### config.mk
export PLATFORM = sky130hd
export DESIGN_NAME = multicycle_main_controller_flat
export DESIGN_NICKNAME = d
export VERILOG_FILES = /design/src/rtl/multicycle_main_controller_if.sv /design/src/rtl/multicycle_main_controller.sv /design/src/flat_wrapper.sv
export SDC_FILE = /design/constraint.sdc
export NUM_CORES = 1
export LEC_CHECK = 0
export ABC_AREA = 1
export BUFFER_PORTS_ARGS = -buffer_cell sky130_fd_sc_hd__buf_2
export CORE_UTILIZATION = 45
export DETAILED_ROUTE_END_ITERATION = 6
export PLACE_DENSITY = 0.77
export SKIP_LAST_GASP = 1
export SLEW_MARGIN = 10
export SYNTH_ARGS = -nofsm -noshare
export SYNTH_HDL_FRONTEND = slang
export SYNTH_SLANG_ARGS = --single-unit
### constraint.sdc
create_clock -name clk -period 1.8 [get_ports clk]
set_clock_uncertainty 0.1 [all_clocks]
set_input_delay 0.18 -clock clk [delete_from_list [all_inputs] [get_ports clk]]
set_output_delay 0.18 -clock clk [all_outputs]
set_load 0.01 [all_outputs]
### src/rtl/multicycle_main_controller_if.sv
// Control bus between the multicycle main controller and the datapath.
// The master modport is the controller side. The slave modport is the datapath/IR side.
interface multicycle_main_controller_if;
  logic [6:0] op;
  logic [2:0] funct3;
  logic       zero;
  logic       pc_write;
  logic       adr_src;
  logic       mem_write;
  logic       ir_write;
  logic [1:0] result_src;
  logic [1:0] alu_src_a;
  logic [1:0] alu_src_b;
  logic [1:0] alu_op;
  logic [1:0] imm_src;
  logic       reg_write;
  logic       instr_done;
  logic       trap;
  logic [3:0] state_dbg;

  modport master (
    input  op, funct3, zero,
    output pc_write, adr_src, mem_write, ir_write, result_src, alu_src_a, alu_src_b,
           alu_op, imm_src, reg_write, instr_done, trap, state_dbg
  );

  modport slave (
    output op, funct3, zero,
    input  pc_write, adr_src, mem_write, ir_write, result_src, alu_src_a, alu_src_b,
           alu_op, imm_src, reg_write, instr_done, trap, state_dbg
  );
endinterface

### src/rtl/multicycle_main_controller.sv
// Multicycle RV32I main controller: Moore FSM sequencing fetch/decode/execute/memory/writeback
// over a shared ALU and memory, with a memory wait counter and sticky illegal-opcode trap.
// Optional feature macro: CTRL_BNE_EN (adds bne via funct3==001; default build is beq only).
module multicycle_main_controller #(
  parameter int unsigned MEM_WAIT = 0,
  parameter int unsigned CNT_W    = 4
) (
  input logic                          clk,
  input logic                          rst,
  multicycle_main_controller_if.master bus
);

  typedef enum logic [3:0] {
    StFetch    = 4'd0,
    StDecode   = 4'd1,
    StMemAdr   = 4'd2,
    StMemRead  = 4'd3,
    StMemWb    = 4'd4,
    StMemWrite = 4'd5,
    StExecR    = 4'd6,
    StExecI    = 4'd7,
    StAluWb    = 4'd8,
    StJal      = 4'd9,
    StBeq      = 4'd10,
    StIllegal  = 4'd11
  } stateT;

  typedef struct packed {
    logic       pcUpdate;
    logic       branch;
    logic       adrSrc;
    logic       memWrite;
    logic       irWrite;
    logic [1:0] resultSrc;
    logic [1:0] aluSrcA;
    logic [1:0] aluSrcB;
    logic [1:0] aluOp;
    logic       regWrite;
    logic       instrDone;
    logic       trap;
  } ctrlT;

  localparam logic [6:0] OpLw   = 7'b0000011;
  localparam logic [6:0] OpSw   = 7'b0100011;
  localparam logic [6:0] OpR    = 7'b0110011;
  localparam logic [6:0] OpI    = 7'b0010011;
  localparam logic [6:0] OpJal  = 7'b1101111;
  localparam logic [6:0] OpBeq  = 7'b1100011;
  localparam logic [CNT_W-1:0] WaitLast = CNT_W'(MEM_WAIT);

  stateT            state, stateNext;
  logic [CNT_W-1:0] waitCnt, cntNext;
  ctrlT             ctrl;
  logic             cntDone, taken;

  // Moore output decode for a given state; cntDone marks the last cycle of a memory access.
  function automatic ctrlT decode(stateT st, logic done);
    ctrlT c;
    c = '0;
    case (st)
      StFetch: begin
        c.aluSrcB   = 2'b10;
        c.resultSrc = 2'b10;
        c.irWrite   = done;
        c.pcUpdate  = done;
      end
      StDecode: begin
        c.aluSrcA = 2'b01;
        c.aluSrcB = 2'b01;
      end
      StMemAdr: begin
        c.aluSrcA = 2'b10;
        c.aluSrcB = 2'b01;
      end
      StMemRead: c.adrSrc = 1'b1;
      StMemWb: begin
        c.resultSrc = 2'b01;
        c.regWrite  = 1'b1;
        c.instrDone = 1'b1;
      end
      StMemWrite: begin
        c.adrSrc    = 1'b1;
        c.memWrite  = done;
        c.instrDone = done;
      end
      StExecR: begin
        c.aluSrcA = 2'b10;
        c.aluOp   = 2'b10;
      end
      StExecI: begin
        c.aluSrcA = 2'b10;
        c.aluSrcB = 2'b01;
        c.aluOp   = 2'b10;
      end
      StJal: begin
        c.aluSrcA  = 2'b01;
        c.aluSrcB  = 2'b10;
        c.pcUpdate = 1'b1;
      end
      StAluWb: begin
        c.regWrite  = 1'b1;
        c.instrDone = 1'b1;
      end
      StBeq: begin
        c.aluSrcA   = 2'b10;
        c.aluOp     = 2'b01;
        c.branch    = 1'b1;
        c.instrDone = 1'b1;
      end
      StIllegal: c.trap = 1'b1;
      default: ;
    endcase
    return c;
  endfunction

  // Next-state and wait-counter logic; the counter clears on every state change.
  always_comb begin
    cntDone   = (waitCnt == WaitLast);
    stateNext = state;
    cntNext   = '0;
    case (state)
      StFetch:    if (cntDone) stateNext = StDecode;  else cntNext = waitCnt + CNT_W'(1);
      StMemRead:  if (cntDone) stateNext = StMemWb;   else cntNext = waitCnt + CNT_W'(1);
      StMemWrite: if (cntDone) stateNext = StFetch;   else cntNext = waitCnt + CNT_W'(1);
      StDecode: begin
        case (bus.op)
          OpLw, OpSw: stateNext = StMemAdr;
          OpR:        stateNext = StExecR;
          OpI:        stateNext = StExecI;
          OpJal:      stateNext = StJal;
          OpBeq:      stateNext = StBeq;
          default:    stateNext = StIllegal;
        endcase
      end
      StMemAdr:  stateNext = (bus.op == OpLw) ? StMemRead : StMemWrite;
      StExecR,
      StExecI,
      StJal:     stateNext = StAluWb;
      StMemWb,
      StAluWb,
      StBeq:     stateNext = StFetch;
      StIllegal: stateNext = StIllegal;
      default:   stateNext = StFetch;
    endcase
  end

  // State, counter and registered Moore outputs (decoded from the state being entered).
  always_ff @(posedge clk or negedge rst) begin
    if (!rst) begin
      state   <= StFetch;
      waitCnt <= '0;
      ctrl    <= decode(StFetch, MEM_WAIT == 0);
    end else begin
      state   <= stateNext;
      waitCnt <= cntNext;
      ctrl    <= decode(stateNext, cntNext == WaitLast);
    end
  end

`ifdef CTRL_BNE_EN
  assign taken = (bus.funct3 == 3'b001) ? ~bus.zero : bus.zero;
`else
  logic unusedFunct3;
  assign unusedFunct3 = ^bus.funct3;
  assign taken        = bus.zero;
`endif

  // Enables are gated with rst so nothing fires while reset is held, even mid-cycle.
  assign bus.pc_write   = rst & (ctrl.pcUpdate | (ctrl.branch & taken));
  assign bus.mem_write  = rst & ctrl.memWrite;
  assign bus.ir_write   = rst & ctrl.irWrite;
  assign bus.reg_write  = rst & ctrl.regWrite;
  assign bus.instr_done = rst & ctrl.instrDone;
  assign bus.trap       = rst & ctrl.trap;
  assign bus.adr_src    = ctrl.adrSrc;
  assign bus.result_src = ctrl.resultSrc;
  assign bus.alu_src_a  = ctrl.aluSrcA;
  assign bus.alu_src_b  = ctrl.aluSrcB;
  assign bus.alu_op     = ctrl.aluOp;
  assign bus.state_dbg  = state;

  // Immediate format straight from the opcode.
  always_comb begin
    bus.imm_src = 2'b00;
    case (bus.op)
      OpSw:    bus.imm_src = 2'b01;
      OpBeq:   bus.imm_src = 2'b10;
      OpJal:   bus.imm_src = 2'b11;
      default: bus.imm_src = 2'b00;
    endcase
  end

endmodule

### src/flat_wrapper.sv
// flat-port wrapper written by rule: the top's interface ports become plain ports
module multicycle_main_controller_flat 
#(
  parameter int unsigned MEM_WAIT = 0,
  parameter int unsigned CNT_W    = 4
)
  (clk, rst, bus_op, bus_funct3, bus_zero, bus_pc_write, bus_adr_src, bus_mem_write, bus_ir_write, bus_result_src, bus_alu_src_a, bus_alu_src_b, bus_alu_op, bus_imm_src, bus_reg_write, bus_instr_done, bus_trap, bus_state_dbg);
  multicycle_main_controller_if bus_i ();
  input logic clk;
  input logic rst;
  input wire logic [$bits(bus_i.op)-1:0] bus_op;
  input wire logic [$bits(bus_i.funct3)-1:0] bus_funct3;
  input wire logic [$bits(bus_i.zero)-1:0] bus_zero;
  output wire logic [$bits(bus_i.pc_write)-1:0] bus_pc_write;
  output wire logic [$bits(bus_i.adr_src)-1:0] bus_adr_src;
  output wire logic [$bits(bus_i.mem_write)-1:0] bus_mem_write;
  output wire logic [$bits(bus_i.ir_write)-1:0] bus_ir_write;
  output wire logic [$bits(bus_i.result_src)-1:0] bus_result_src;
  output wire logic [$bits(bus_i.alu_src_a)-1:0] bus_alu_src_a;
  output wire logic [$bits(bus_i.alu_src_b)-1:0] bus_alu_src_b;
  output wire logic [$bits(bus_i.alu_op)-1:0] bus_alu_op;
  output wire logic [$bits(bus_i.imm_src)-1:0] bus_imm_src;
  output wire logic [$bits(bus_i.reg_write)-1:0] bus_reg_write;
  output wire logic [$bits(bus_i.instr_done)-1:0] bus_instr_done;
  output wire logic [$bits(bus_i.trap)-1:0] bus_trap;
  output wire logic [$bits(bus_i.state_dbg)-1:0] bus_state_dbg;
  assign bus_i.op = bus_op;
  assign bus_i.funct3 = bus_funct3;
  assign bus_i.zero = bus_zero;
  assign bus_pc_write = bus_i.pc_write;
  assign bus_adr_src = bus_i.adr_src;
  assign bus_mem_write = bus_i.mem_write;
  assign bus_ir_write = bus_i.ir_write;
  assign bus_result_src = bus_i.result_src;
  assign bus_alu_src_a = bus_i.alu_src_a;
  assign bus_alu_src_b = bus_i.alu_src_b;
  assign bus_alu_op = bus_i.alu_op;
  assign bus_imm_src = bus_i.imm_src;
  assign bus_reg_write = bus_i.reg_write;
  assign bus_instr_done = bus_i.instr_done;
  assign bus_trap = bus_i.trap;
  assign bus_state_dbg = bus_i.state_dbg;
  multicycle_main_controller #(.MEM_WAIT(MEM_WAIT), .CNT_W(CNT_W)) u_core (.clk(clk), .rst(rst), .bus(bus_i));
endmodule
Word level (Yosys, flattened, before mapping). Index checks and enable logic that the tools add are counted.

Flip-flop bits (word level): 24. Logic and storage cells: 84. Output and inout bits: 21. Input bits: 13.

Equal/unequal tests: 25. Reductions and logical operators: 15. Multiplexer cells: 21. $add $sub $neg: 1. Bitwise operators: 8.

Operators with widths (number): 4-bit by 3-bit equality test with 1-bit output (second input constant) (7); 4-bit case mux with 7 select lines (1); 4-bit equality test (second input constant) (6); 4-bit 2-to-1 mux (5); 4-bit case mux with 5 select lines (1); 4-bit by 2-bit equality test with 1-bit output (second input constant) (4); 4-bit logical NOT (4); 2-bit case mux with 2 select lines (4); 7-bit by 6-bit equality test with 1-bit output (second input constant) (2); 7-bit equality test (second input constant) (2); 2-bit OR reduction (6); 3-bit OR reduction (4); 4-bit by 1-bit equality test with 1-bit output (second input constant) (2); 1-bit bitwise AND (7); 7-bit by 2-bit equality test with 1-bit output (second input constant) (1); 7-bit by 5-bit equality test with 1-bit output (second input constant) (1); 1-bit 2-to-1 mux (6); 2-bit case mux with 3 select lines (1); 4-bit by 1-bit adder with 4-bit output (second input constant) (1); 1-bit case mux with 2 select lines (2); 4-bit OR reduction (1); 3-bit 2-to-1 mux (1); 1-bit OR (1).

Depth between registers and ports, before layout.
Word-level depth: 7. Gate-level depth with buffers: 11. Mapped depth without buffers: 11.

Worst setup path before layout. Ideal clock, no wire load.

Kind: register to register. From: register u_core.waitCnt[0]. To: register u_core.ctrl, in the netlist u_core.bus.alu_src_a[1]. Data required time: 1.574 ns. Stages on the path, launching flop included: 11. Path buffers: 0. Clock period less this slack: 1.472 ns. Data arrival time: 1.246 ns. Path slack: 0.328 ns. Cells stage by stage: dfrtp_1 -> inv_1 -> ha_1 -> nand2_2 -> nand3_1 -> nand2_1 -> nand2_1 -> nand2_1 -> nor2_2 -> nand3_1 -> nand3_1.

Cells in the longest elaborated chain, start to end: 6.

RTL lines: start, declared (line multicycle_main_controller.sv:52) `logic [CNT_W-1:0] waitCnt, cntNext;`; start signal, assigned (line multicycle_main_controller.sv:155) `waitCnt <= cntNext;`; 4-bit logical NOT (*) (line multicycle_main_controller.sv:118) `cntDone = (waitCnt == WaitLast);`; 4-bit 2-to-1 mux (on tied branches) (line multicycle_main_controller.sv:124, multicycle_main_controller.sv:122, multicycle_main_controller.sv:123); 4-bit case mux with 7 select lines (*) (line multicycle_main_controller.sv:121) `case (state)`; via u_core.stateNext[2] (line multicycle_main_controller.sv:51) `stateT state, stateNext;`; 4-bit by 2-bit equality test with 1-bit output (tied with other cells) (line multicycle_main_controller.sv:60) `case (st)`; 4-bit OR reduction (no source line) / 2-bit OR reduction (equally long branches); 2-bit case mux with 2 select lines (*) (line multicycle_main_controller.sv:60); end signal, assigned (line multicycle_main_controller.sv:152) `ctrl <= decode(StFetch, MEM_WAIT == 0);`; end signal, assigned (line multicycle_main_controller.sv:156) `ctrl <= decode(stateNext, cntNext == WaitLast);`; end, declared (line multicycle_main_controller.sv:53) `ctrlT ctrl;`.

The timed path passes the listed nets; every way through them passes the cells marked *.

Final worst setup path.
From: register u_core.state[3], in the netlist u_core.bus.state_dbg[3]. To: register u_core.ctrl, in the netlist u_core.bus.alu_src_b[0].

Cells in the longest elaborated chain, start to end: 6.

RTL lines: start, declared (line multicycle_main_controller.sv:51); start signal, assigned (line multicycle_main_controller.sv:150) `state <= StFetch;`; start signal, assigned (line multicycle_main_controller.sv:154) `state <= stateNext;`; 4-bit by 3-bit equality test with 1-bit output / 4-bit equality test (equally long branches) (line multicycle_main_controller.sv:121); 3-bit OR reduction (line multicycle_main_controller.sv:121); 4-bit case mux with 7 select lines (*) (line multicycle_main_controller.sv:121); via u_core.stateNext[2] (line multicycle_main_controller.sv:51); 4-bit by 1-bit equality test with 1-bit output (tied with other cells) (line multicycle_main_controller.sv:60); 3-bit OR reduction (no source line) / 2-bit OR reduction (equally long branches); 2-bit case mux with 2 select lines (*) (line multicycle_main_controller.sv:60).

Marked as above.

==> impl_metrics.toml <==
[setup_path]
regToRegEndpoint = "u_core.bus.alu_src_b[0]"
number_of_cells_on_the_worst_reg_to_reg_path = 8
worstSetupPathType = "register to register"
worst_setup_path_end_kind = "register"
cp.required_ns = 1.91
arrival_ns = 1.81
worst_r2r_startpoint = "u_core.bus.state_dbg[3]"
critical_path.endpoint = "u_core.bus.alu_src_b[0]"
crit_path_start = "u_core.bus.state_dbg[3]"
worst_path_maximum_fanout = 6
setup.worst_path.start_class = "register"
timing.reg2reg.setup_slack_ns = 0.10

[floorplan]
die_w_microns = 57
die-area_sq_mm = 0.00325
core_sq_mm = 0.00281
boundaryPins = 34
die_h_microns = 57
start_util_pct = 48.5
rows = 19

[timing]
setup_repair_after_global_routing_missed_its_margin = "yes"
postLayoutSetupSlackWorst_ns = 0.104
finalSetupViolCount = 0
worst_case_hold_slack_ns = 0.0428
period_needed_ns = 1.70
slew_viol_final = 0
timing_worst_slew_pin_value_ns = 0.308
hold_violations = 0
max_clock_freq_mhz = 589
max_slew_margin_pct = 79.5
finalCritPeriodShare_pct = 94.2

[place]
detailedPlacementHpwl_microns = 2020
detailedPlace.worstSlack_ns = 0.137
cell_count_after_placement = 236
io_buffer_count = 30
finalWeightedCongestion = 0.892

[clock_network]
tritoncts_num_sinks = 23
cts_root_buffer = "sky130_fd_sc_hd__clkbuf_4"
number_of_buffers_inserted_during_clock_tree_synthesis = 3
clk_path_buf_depth = 2
clk_pin_slew_ns = 0.12
clk-insertion-delay-late_ns = 0.32
postCtsSetupRepairBufs = 0
htree_num_levels = 1
cts_tree = "done"

[synthesis]
syn-num-nets = 197
muxShareOfSynthArea_pct = 0
post_synth_inst_count = 182
synthMostInstantiatedCell = "sky130_fd_sc_hd__nand2_1"
synth_top_area_share_pct = 34.9
mean_post_synth_cell_area_sq_um = 7.48
post_synth_main_area_contributors = "sky130_fd_sc_hd__dfrtp_1 35%, sky130_fd_sc_hd__nand2_1 13%, sky130_fd_sc_hd__inv_1 9.4%"
mappedNetlistArea_sq_mm = 0.00136
synth.distinct_cells = 22
yosys.area.top_type = "sky130_fd_sc_hd__dfrtp_1"
synth.top_cells.by_count = "46 x sky130_fd_sc_hd__nand2_1, 34 x sky130_fd_sc_hd__inv_1, 19 x sky130_fd_sc_hd__dfrtp_1"
async_reset_ff_share_pct = 100
yosys_reg_bits = 23
post_synth_fa_ha_maj_area_fraction_pct = 1.84
synth-simple-area-share_pct = 38.0
synth-edff-count = 0
synthesis_warnings = 0
synth_sequential_area_ratio_pct = 42.6
post_synth_xor_area_fraction_pct = 0.643
synth-compound-area-share_pct = 2.02
dominant_register_cell_in_the_synthesized_netlist = "sky130_fd_sc_hd__dfrtp_1"
main_combinational_cell_family_by_area_after_synthesis = "simple AND/OR/NAND/NOR gates"

[detailed_routing]
vias = 1167
antenna_violating_nets_post_route = 0
drcViolationCount = 6
wl_per_cell_microns = 10.6
detail_route.wirelength_microns = 2550
vias_per_cell = 4.84
drtIter0Drc = 31
length_of_the_first_detailed_routing_pass_in_iterations = 6

[power_and_ir_drop]
power.density_mw_per_mm2 = 1520
vdd_drop_max_v = 0.000679
switching_fraction_pct = 47.3
share_comb_of_total_power_pct = 55.0
power.sequential.fraction_pct = 34.8
switching_power_total_mw = 1.11
p_int_mw = 1.24
power.leakage_nw = 0.991
portion_of_total_power_attributed_to_the_clock_network_pct = 10.2

[worst_hold_path]
holdCritPathClass = "input port to register"

[finish]
fin_nets = 226
layout_cell_share_with_drive_strength_beyond_1_pct = 34.3
layout-area-overhead-vs-synth_pct = 14.1
instances_no_fill = 241
diodes = 0

[job]
cap_viol_max_count = 0

[global_route]
grt_use_met3_pct = 2.27
fraction_of_met1_tracks_used_by_global_routing_pct = 21.4
first_global_vias = 1104
gr-usage-met2_pct = 32.1
grt_remaining_overflow = 0
groute.usage.overall_pct = 18.0
grt.busiest_layer = "met2"
pin_count_of_the_biggest_net_entering_global_routing = 18
antenna_found_initial = 0
first_pass_grt_wire_length_microns = 4530

[outcome]
failed_checks = "DRC"
run_status = "finished with violations"
worst min-delay path by stage:
| stage | start | to | slack [ns] | cells after the start |
|---|---|---|---|---|
| 2_1_floorplan | rst | u_core.bus.adr_src | -0.22 | 0 |
| 3_5_place_dp | rst | u_core.bus.alu_op[0] | -0.01 | 1 |
| 4_1_cts | bus_op[4] | u_core.bus.alu_op[1] | 0.04 | 3 |
| 3_3_place_gp | rst | u_core.bus.alu_op[0] | -0.01 | 1 |
| 6_report | bus_op[4] | u_core.bus.alu_op[1] | 0.04 | 3 |
| 5_1_grt | bus_op[4] | u_core.bus.alu_op[1] | 0.06 | 3 |
worst max-delay path, cell delays in order, from the launching register on:
cell	delay [ns]
sky130_fd_sc_hd__dfrtp_1	0.49
sky130_fd_sc_hd__nor2_2	0.29
sky130_fd_sc_hd__nand2_2	0.12
sky130_fd_sc_hd__nor2_2	0.20
sky130_fd_sc_hd__nor2_2	0.07
sky130_fd_sc_hd__nand2_1	0.10
sky130_fd_sc_hd__nor2_2	0.06
sky130_fd_sc_hd__nand3_1	0.09
sky130_fd_sc_hd__nand3_1	0.07
registers in the layout, summed over array words and instances, names as in the netlist:
| name | flops |
|---|---|
| u_core.bus.adr_src | 1 |
| u_core.bus.alu_op | 2 |
| u_core.bus.alu_src_a | 2 |
| u_core.bus.alu_src_b | 2 |
| u_core.bus.result_src | 2 |
| u_core.bus.state_dbg | 4 |
| u_core.ctrl | 6 |
| u_core.waitCnt | 4 |
area by class of cell:
| class | instances | area [sq um] |
|---|---|---|
| timing repair buffer | 32 | 168 |
| inverter | 38 | 143 |
| tap | 31 | 38.8 |
| sequential | 23 | 582 |
| clock inverter | 1 | 5.00 |
| clock buffer | 3 | 22.5 |
| multi-input combinational | 113 | 594 |
| fill | 279 | 1250 |
what timing repair did:
action                     in CTS  in global routing
hold endpoints to repair       23                  0
hold buffers                    1                  0
setup endpoints to repair       0                  8
resized for setup               0                  6
logic make-up after synthesis:
family	Yosys count
xor gates and xnor gates	1
AOI/OAI and AO/OA	5
and+or+nand+nor	105
buffers and inverters	46
DFF	23
adders and majority gates	2
power by group through the flow:
stage               Clock (mW)  Combinational, mW  Sequential [mW]
floorplan                    0               1.00            0.832
detailed placement           0               1.26            0.831
CTS                      0.245               1.27            0.821
global placement             0               1.23            0.826
finish                   0.239               1.29            0.820
global route             0.262               1.47            0.836
cells in the final DEF, fill, tap and decap left out, types with 2 or more instances in the layout:
master,synthesis,final
sky130_fd_sc_hd__buf_2,0,30
sky130_fd_sc_hd__nand3_2,3,4
sky130_fd_sc_hd__nor2_2,9,10
sky130_fd_sc_hd__nand2_1,46,44
sky130_fd_sc_hd__nand2_2,7,9
sky130_fd_sc_hd__dfrtp_1,19,18
sky130_fd_sc_hd__inv_2,4,4
sky130_fd_sc_hd__ha_1,2,2
sky130_fd_sc_hd__nor2_1,16,15
sky130_fd_sc_hd__inv_1,34,34
sky130_fd_sc_hd__o21ai_0,2,2
sky130_fd_sc_hd__nor2_4,2,2
sky130_fd_sc_hd__clkbuf_4,0,3
sky130_fd_sc_hd__nand3_1,17,16
sky130_fd_sc_hd__nand4_1,2,2
sky130_fd_sc_hd__dfstp_2,4,4
metrics by stage:
stage                     power [mW]  utilization [%]  instance area (sq um)  setup TNS [ns]
after global routing            2.57             55.4                   1550         -0.0147
after CTS                       2.34             54.7                   1540               0
after global placement          2.06             53.4                   1500               0
after detailed placement        2.09             53.4                   1500               0
final                           2.35             55.4                   1550               0
after floorplan                 1.84                -                   1360               0
routing by layer:
layer	wire, microns	share of wire (%)
met4	65	2.5
met1	1100	43
met3	137	5.4
met2	1250	49
met5	0	0
Note: power is estimated with default switching activity, not from simulation.
